### src/rtl/alu_exec_unit.sv
// rtl/alu_exec_unit.sv - multi-cycle EX-stage ALU with valid/ready handshakes
//
// Purpose: executes one ALU operation per accepted request and holds the
// registered result and zero flag until the downstream stage consumes it.
// Shifts are bit-serial (one bit per cycle) unless ALU_FAST_SHIFT_EN is
// defined, in which case a barrel shifter gives every op 1-cycle latency.
//
// Ports:
//   clk, reset        clock, asynchronous active-high reset
//   in_valid/in_ready request handshake carrying Operation, SrcA, SrcB
//   Operation         4-bit ALU controller code
//   SrcA, SrcB        operands; shift amount is SrcB[4:0]
//   out_valid/out_ready result handshake
//   ALUResult, Zero   registered result and (ALUResult == 0)
//
// Build option: ALU_FAST_SHIFT_EN

module alu_exec_unit #(
    parameter int DATA_W = 32
) (
    input  logic              clk,
    input  logic              reset,
    input  logic              in_valid,
    output logic              in_ready,
    input  logic [3:0]        Operation,
    input  logic [DATA_W-1:0] SrcA,
    input  logic [DATA_W-1:0] SrcB,
    output logic              out_valid,
    input  logic              out_ready,
    output logic [DATA_W-1:0] ALUResult,
    output logic              Zero
);

    localparam logic [3:0] OP_AND = 4'b0000;
    localparam logic [3:0] OP_OR  = 4'b0001;
    localparam logic [3:0] OP_ADD = 4'b0010;
    localparam logic [3:0] OP_XOR = 4'b0011;
    localparam logic [3:0] OP_SLL = 4'b0100;
    localparam logic [3:0] OP_SRL = 4'b0101;
    localparam logic [3:0] OP_SUB = 4'b0110;
    localparam logic [3:0] OP_SRA = 4'b0111;
    localparam logic [3:0] OP_EQ  = 4'b1000;
    localparam logic [3:0] OP_GE  = 4'b1001;
    localparam logic [3:0] OP_NE  = 4'b1010;
    localparam logic [3:0] OP_LT  = 4'b1100;
    localparam logic [3:0] OP_JAL = 4'b1101;

`ifdef ALU_FAST_SHIFT_EN
    typedef enum logic {IDLE, DONE} state_t;
`else
    typedef enum logic [1:0] {IDLE, SHIFT, DONE} state_t;
    typedef enum logic [1:0] {SH_LL, SH_RL, SH_RA} shift_t;

    logic [DATA_W-1:0] acc;
    logic [DATA_W-1:0] acc_next;
    logic [4:0]        cnt;
    shift_t            kind;
`endif

    state_t            state;
    logic [4:0]        shamt;
    logic              is_shift;
    logic              lt_signed;
    logic [DATA_W-1:0] alu_value;

    assign shamt     = SrcB[4:0];
    assign is_shift  = (Operation == OP_SLL) || (Operation == OP_SRL) || (Operation == OP_SRA);
    assign lt_signed = $signed(SrcA) < $signed(SrcB);
    assign in_ready  = (state == IDLE) && !reset;

    // Single-cycle result for everything the IDLE state can finish directly.
    always_comb begin
        alu_value = '0;
        case (Operation)
            OP_AND: alu_value = SrcA & SrcB;
            OP_OR:  alu_value = SrcA | SrcB;
            OP_ADD: alu_value = SrcA + SrcB;
            OP_XOR: alu_value = SrcA ^ SrcB;
            OP_SUB: alu_value = SrcA - SrcB;
`ifdef ALU_FAST_SHIFT_EN
            OP_SLL: alu_value = SrcA << shamt;
            OP_SRL: alu_value = SrcA >> shamt;
            OP_SRA: alu_value = DATA_W'($signed(SrcA) >>> shamt);
`else
            // Only reached with a zero shift amount; longer shifts go serial.
            OP_SLL, OP_SRL, OP_SRA: alu_value = SrcA;
`endif
            OP_EQ:  alu_value[0] = (SrcA == SrcB);
            OP_NE:  alu_value[0] = (SrcA != SrcB);
            OP_LT:  alu_value[0] = lt_signed;
            OP_GE:  alu_value[0] = !lt_signed;
            OP_JAL: alu_value[0] = 1'b1;
            default: alu_value = '0;
        endcase
    end

`ifndef ALU_FAST_SHIFT_EN
    always_comb begin
        acc_next = acc;
        case (kind)
            SH_LL:   acc_next = {acc[DATA_W-2:0], 1'b0};
            SH_RL:   acc_next = {1'b0, acc[DATA_W-1:1]};
            SH_RA:   acc_next = {acc[DATA_W-1], acc[DATA_W-1:1]};
            default: acc_next = acc;
        endcase
    end
`endif

    always_ff @(posedge clk or posedge reset) begin
        if (reset) begin
            state     <= IDLE;
            out_valid <= 1'b0;
            ALUResult <= '0;
            Zero      <= 1'b1;
`ifndef ALU_FAST_SHIFT_EN
            acc       <= '0;
            cnt       <= '0;
            kind      <= SH_LL;
`endif
        end else begin
            case (state)
                IDLE: begin
                    if (in_valid) begin
`ifndef ALU_FAST_SHIFT_EN
                        if (is_shift && (shamt != 5'd0)) begin
                            acc   <= SrcA;
                            cnt   <= shamt;
                            kind  <= (Operation == OP_SLL) ? SH_LL :
                                     (Operation == OP_SRL) ? SH_RL : SH_RA;
                            state <= SHIFT;
                        end else
`endif
                        begin
                            ALUResult <= alu_value;
                            Zero      <= (alu_value == '0);
                            out_valid <= 1'b1;
                            state     <= DONE;
                        end
                    end
                end
`ifndef ALU_FAST_SHIFT_EN
                SHIFT: begin
                    acc <= acc_next;
                    cnt <= cnt - 5'd1;
                    // Last bit position: publish the shifted value directly.
                    if (cnt == 5'd1) begin
                        ALUResult <= acc_next;
                        Zero      <= (acc_next == '0);
                        out_valid <= 1'b1;
                        state     <= DONE;
                    end
                end
`endif
                DONE: begin
                    if (out_ready) begin
                        out_valid <= 1'b0;
                        state     <= IDLE;
                    end
                end
                default: state <= IDLE;
            endcase
        end
    end

    // Keeps the combinational decode of shift ops referenced in the fast build.
    logic unused_is_shift;
    assign unused_is_shift = is_shift;

endmodule

### config.mk
export PLATFORM = sky130hd
export DESIGN_NAME = alu_exec_unit
export DESIGN_NICKNAME = d
export VERILOG_FILES = /design/src/rtl/alu_exec_unit.sv
export SDC_FILE = /design/constraint.sdc
export NUM_CORES = 1
export LEC_CHECK = 0
export ABC_AREA = 1
export CAP_MARGIN = 20
export CELL_PAD_IN_SITES_DETAIL_PLACEMENT = 0
export CELL_PAD_IN_SITES_GLOBAL_PLACEMENT = 2
export CORE_ASPECT_RATIO = 1.5
export CORE_MARGIN = 1
export CORE_UTILIZATION = 28
export CTS_CLUSTER_SIZE = 28
export DETAILED_ROUTE_END_ITERATION = 6
export GPL_TIMING_DRIVEN = 0
export PLACE_DENSITY_LB_ADDON = 0.1
export SYNTH_ARGS = -nofsm -noshare
export SYNTH_HDL_FRONTEND = slang
export SYNTH_SLANG_ARGS = --single-unit
export TNS_END_PERCENT = 100
### constraint.sdc
create_clock -name clk -period 2.5 [get_ports clk]
set_clock_uncertainty 0.2 [all_clocks]
set_input_delay 0.625 -clock clk [delete_from_list [all_inputs] [get_ports clk]]
set_output_delay 0.625 -clock clk [all_outputs]
set_load 0.005 [all_outputs]
---- Yosys cells after proc, flatten, opt, wreduce, memory -nomap -nowiden ----
Index checks and enable logic that the tools add are counted.
word-level totals
  register bits ........................... 75
  input port bits ......................... 72
  word-level logic and storage cells ...... 87
operators by class
  add/subtract/negate cells ............... 3
  order comparisons ....................... 1
  equal/unequal tests ..................... 24
  multiplexer cells ....................... 29
  bitwise operators ....................... 3
  reductions and logical operators ........ 20
operator list
  operator                                        count
  one-hot mux 31 bit (6 select lines)             1
  2-to-1 mux 32 bit                               5
  one-hot mux 32 bit (2 select lines)             2
  one-hot mux 32 bit (3 select lines)             1
  logical NOT 32 bit                              2
  adder 32 bit                                    1
  bitwise AND 32 bit                              1
  == test 32 bit                                  1
  less-than comparator 32 bit                     1
  != test 32 bit                                  1
  bitwise OR 32 bit                               1
  subtractor 32 bit                               1
  XOR 32 bit                                      1
  == test 4 bit (second input constant)           5
  == test 4 x 3 -> 1 bit (second input constant)  4
  2-to-1 mux 2 bit                                6
  one-hot mux 1 bit (11 select lines)             1
  2-to-1 mux 5 bit                                2
  one-hot mux 5 bit (2 select lines)              1
  AND reduction 3 bit                             3
  == test 4 x 2 -> 1 bit (second input constant)  2
  != test 2 bit (second input constant)           4
  2-to-1 mux 1 bit                                7
  one-hot mux 2 bit (3 select lines)              1
  other kinds (19)                                25

---- Depth between registers and ports, before layout ----
  depth in word-level cells ............... 7
  mapped depth ............................ 22
  gate-level depth less buffers ........... 22

---- Worst setup path after synthesis ----
Ideal clock, no wire load.
  path type ............................... in2reg
  start ................................... in SrcA[0]
  end ..................................... reg Zero
  setup time .............................. 0.073 ns
  data arrival time ....................... 2.520 ns
  required time ........................... 2.227 ns
  path slack .............................. -0.293 ns
  stages .................................. 16
  buffers on the path ..................... 0
  path through ............................ ha_1 fa_1 or2_2 nand3_1 nand2_1 nor2_1 nand3_1 nor2_1 nand3_1 nor2_1 nand2_1 nor2_1 nand3_1 nor2_1 nand3_1 a21oi_1
between the ends
  word-level cells in the longest chain between the ends .. 7
  elaborated cells on any way between the ends .. 15
RTL lines
  what                                    RTL line  text
  start: declaration                      26        input logic [DATA_W-1:0] SrcA,
  less-than comparator 32 bit             68        assign lt_signed = $signed(SrcA) < $signed(SrcB);
  logical NOT 1 bit                       91        OP_GE: alu_value[0] = !lt_signed;
  one-hot mux 1 bit (11 select lines)     74        case (Operation)
  logical NOT 32 bit (*)                  135       Zero <= (alu_value == '0);
  2-to-1 mux 1 bit (*)                    125       if (is_shift && (shamt != 5'd0)) begin
  2-to-1 mux 1 bit (*)                    123       if (in_valid) begin
  one-hot mux 1 bit (2 select lines) (*)  121       case (state)
  end signal: assignment                  135
  end signal: assignment                  148       Zero <= (acc_next == '0);
  end: declaration                        31        output logic Zero
Mark *: on every way between the ends. The rest lies on a longest branch, timed or not. The select of a mux whose other input is x is not followed.
A chain may end at the register's enable or synchronous reset.

---- Worst setup path in the final report ----
Ends and elaborated chain as after synthesis.

==> run summary <==
Required time of the worst setup path: 2580 ps
Synth top cells by count: nand2_1, inv_1, nor2_1, nand3_1, o21ai_0
Status: finished, violations left
# IOs: 107
Fin Setup TNS: -2280 ps
Ys async rst share: 1.00
CP cell instances: buf_12 > clkinv_8 > ha_4 > inv_4 > fa_2 > nand2_2 > nand2_4 > nand3_4 > nand2_4 > nand2_4 > nand2_4 > nand2_4 > nand2_2 > nand2_2 > nand2_1 > nand2_1 > nand3_2 > nor2_2 > nand2_2 > nor2_4 > nand3_4 > a21oi_2
Netlist cell types: 45
Mapped cell area: 10,800 um^2
Synth Register Bits: 75
Fmax: 0.355 GHz
Util after Layout: 0.488
Initial core utilization: 0.285
Peak supply drop: 413 uV
Core area: 37,800 um^2
Average cell area after synthesis: 5.77 um^2
Slew HR: 0.331
Clk sinks: 75
Layout cells sized above 1: 0.476
Placed inst area: 12,600 um^2
Gp weighted congestion: 0.941
FP Rows: 87
Clk root buf: clkbuf_16
Syn Nets: 2,042
Final Cycle Share: 1.13
Nets: 2,365
Worst r2r path cells: 11
Routed WL: 59.5 mm
Detailed Route Iter0 Violations: 761
Crit-path max FO: 5
Vias in the first global route: 14,018
Crit path time final: 2820 ps
Height of the die: 242 um
R2r setup slk: -230 ps
Die Wd: 162 um
# DRC: 0
CTS H-tree depth: 3
Endpoints failing hold: 0
Num CTS Buffers: 9
Critical R2R Launch: kind[0]$_DFFE_PP0P_
Pleak: 8.82 nW
Seq/Total Area, Yosys: 0.174
Cells after Synth: 1,867
CTS Buffer Depth: 2
GR Util All Layers: 0.300
Setup CP Type: primary input to flop
Failing checks: setup timing
RSZ-0062 raised after global routing: yes
Design Area, Final: 18,400 um^2
Final setup vio count: 15
CP max stage delay: 370 ps
Ys Warns: 0
Antenna Cells: 0
Initial antenna violation count: 0
Crit path DAT: 2900 ps
Count leader, synth: nand2_1
CP max stage cell: fa_2
Most used cell, CP: nand2_4
Worst setup margin: -317 ps
DR vias/cell: 5.17
Grt total ovfl: 0
Final Max Slew Viols: 0
Worst Setup End Kind: flop
1st-pass router iterations: 5
Clk slew on worst S/H paths: 60 ps
WL per Instance: 22.2 um
Post-DP HPWL: 46.3 mm
Startpoint class of the critical path: primary input
Via count: 13,889
TritonCTS clock tree: built
Layout fillers: 3,927
Area growth, synth to finish: 71.1%
Main area contributors after synthesis: nand2_1, dfrtp_1, ha_1
Routed Antenna Nets: 0
Power per Cell Area: 559 nW/um^2
PortBufs: 106
Slew @ Worst Pin: 1000 ps
HP Class: primary input to asynchronous set/reset pin
Top FF cell, synth: dfrtp_1
Largest net degree at the start of global routing: 37
Clk Latency, worst-skew pair: 350 ps
RR Endpoint: Zero$_DFFE_PP1P_
MaxCap Viol Count: 0
Post-synth EDFFs: 0
Hold Buf Count CTS: 0
Post-synth top area cell: nand2_1
First-pass GRT wire length: 86.9 mm
Top cell type's share of synthesized area: 0.197
Die area: 39,200 um^2
critical path, delay by kind of cell:
family	cells	cell delay (ps)
AND/OR/NAND/NOR	16	1430
adder cells (fa/ha/maj)	2	500
buffers and inverters	3	190
AO/OA/AOI/OAI	1	130
area by class of cell:
| cell class | instances | area, um^2 | area share |
|---|---|---|---|
| plain buffers | 64 | 649 | 0.0353 |
| clock buffers | 10 | 229 | 0.0124 |
| clock inverters | 6 | 90.1 | 0.00489 |
| inverters | 323 | 1410 | 0.0768 |
| multi-input cells | 1396 | 10600 | 0.576 |
| flip-flops and latches | 75 | 1880 | 0.102 |
| well taps | 489 | 612 | 0.0332 |
| repair buffers | 321 | 2930 | 0.159 |
power breakdown:
part	switching (mW)	internal (mW)
sequential	0.348	1.78
clock	0.562	0.877
combinational	3.89	2.83
total	4.80	5.49
cells by family after synthesis:
group / share of synthesized area
simple gates: 0.367
fa+ha+maj: 0.121
buf+inv: 0.147
compound gates: 0.188
xor+xnor: 0.00163
flops: 0.174
what timing repair did:
item	in CTS	in global routing
cloned	6	3
resized for setup	1081	425
buffers inserted	148	63
endpoints found under the setup margin	75	73
pin swaps	244	172
per-layer routing:
layer  GRT usage  vias up  part of all wire
met1       0.333     6688              0.38
met5           0        -                 0
met2       0.541      393              0.50
met4       0.199        0             0.085
met3      0.0235      163             0.033
li1            -     6645                 -
flip-flops by register name, summed over array words and instances (netlist names):
name,count
ALUResult,32
acc,32
cnt,5
kind,2
state,2
Zero,1
out_valid,1
stage by stage:
| step | hold slack, ps | power (mW) | setup slack (ps) | cells |
|---|---|---|---|---|
| finish | 196 | 10.3 | -317 | 2684 |
| global route | 209 | 11.0 | -426 | 2684 |
| CTS | 197 | 9.56 | -324 | 2628 |
| detailed placement | 268 | 6.91 | -2150 | 2464 |
| global placement | 271 | 6.87 | -2170 | 2462 |
| floorplan | 272 | 4.83 | -166 | 1867 |
cells in the final DEF, fill, tap and decap left out, types with 11 or more instances in the layout:
cell type / Yosys / final
buf_4: 8 / 177
a21oi_1: 80 / 36
nand2_1: 565 / 358
nand2_4: 0 / 69
nand4_1: 13 / 13
inv_4: 0 / 32
nor2_2: 3 / 53
clkdlybuf4s50_1: 0 / 36
clkbuf_16: 0 / 11
o211ai_1: 17 / 17
clkbuf_1: 20 / 11
clkbuf_2: 0 / 12
a21oi_4: 0 / 24
buf_8: 0 / 16
nand3_1: 135 / 63
inv_2: 14 / 75
o22ai_1: 31 / 31
nand3_2: 2 / 52
o21a_1: 14 / 14
buf_2: 38 / 21
nor2_1: 187 / 65
nor2_4: 2 / 74
inv_1: 307 / 196
ha_1: 101 / 64
nand3_4: 0 / 22
ha_4: 0 / 34
nand2_2: 7 / 140
o221ai_1: 25 / 24
o21ai_0: 112 / 77
a21oi_2: 2 / 22
dfrtp_1: 74 / 73
buf_12: 0 / 21
buf_6: 3 / 76
o21ai_1: 9 / 29
or2_2: 13 / 12
how the worst max path moves through the flow:
| stage | start | endpoint | slack [ps] |
|---|---|---|---|
| after floorplan | SrcA[0] | Zero$_DFFE_PP1P_ | -170 |
| after global placement | SrcA[8] | Zero$_DFFE_PP1P_ | -2170 |
| after detailed placement | SrcA[8] | Zero$_DFFE_PP1P_ | -2150 |
| after CTS | SrcA[0] | Zero$_DFFE_PP1P_ | -320 |
| after global routing | SrcA[0] | Zero$_DFFE_PP1P_ | -430 |
| final | SrcA[0] | Zero$_DFFE_PP1P_ | -320 |
No activity file was read; power rests on OpenSTA's default activity.
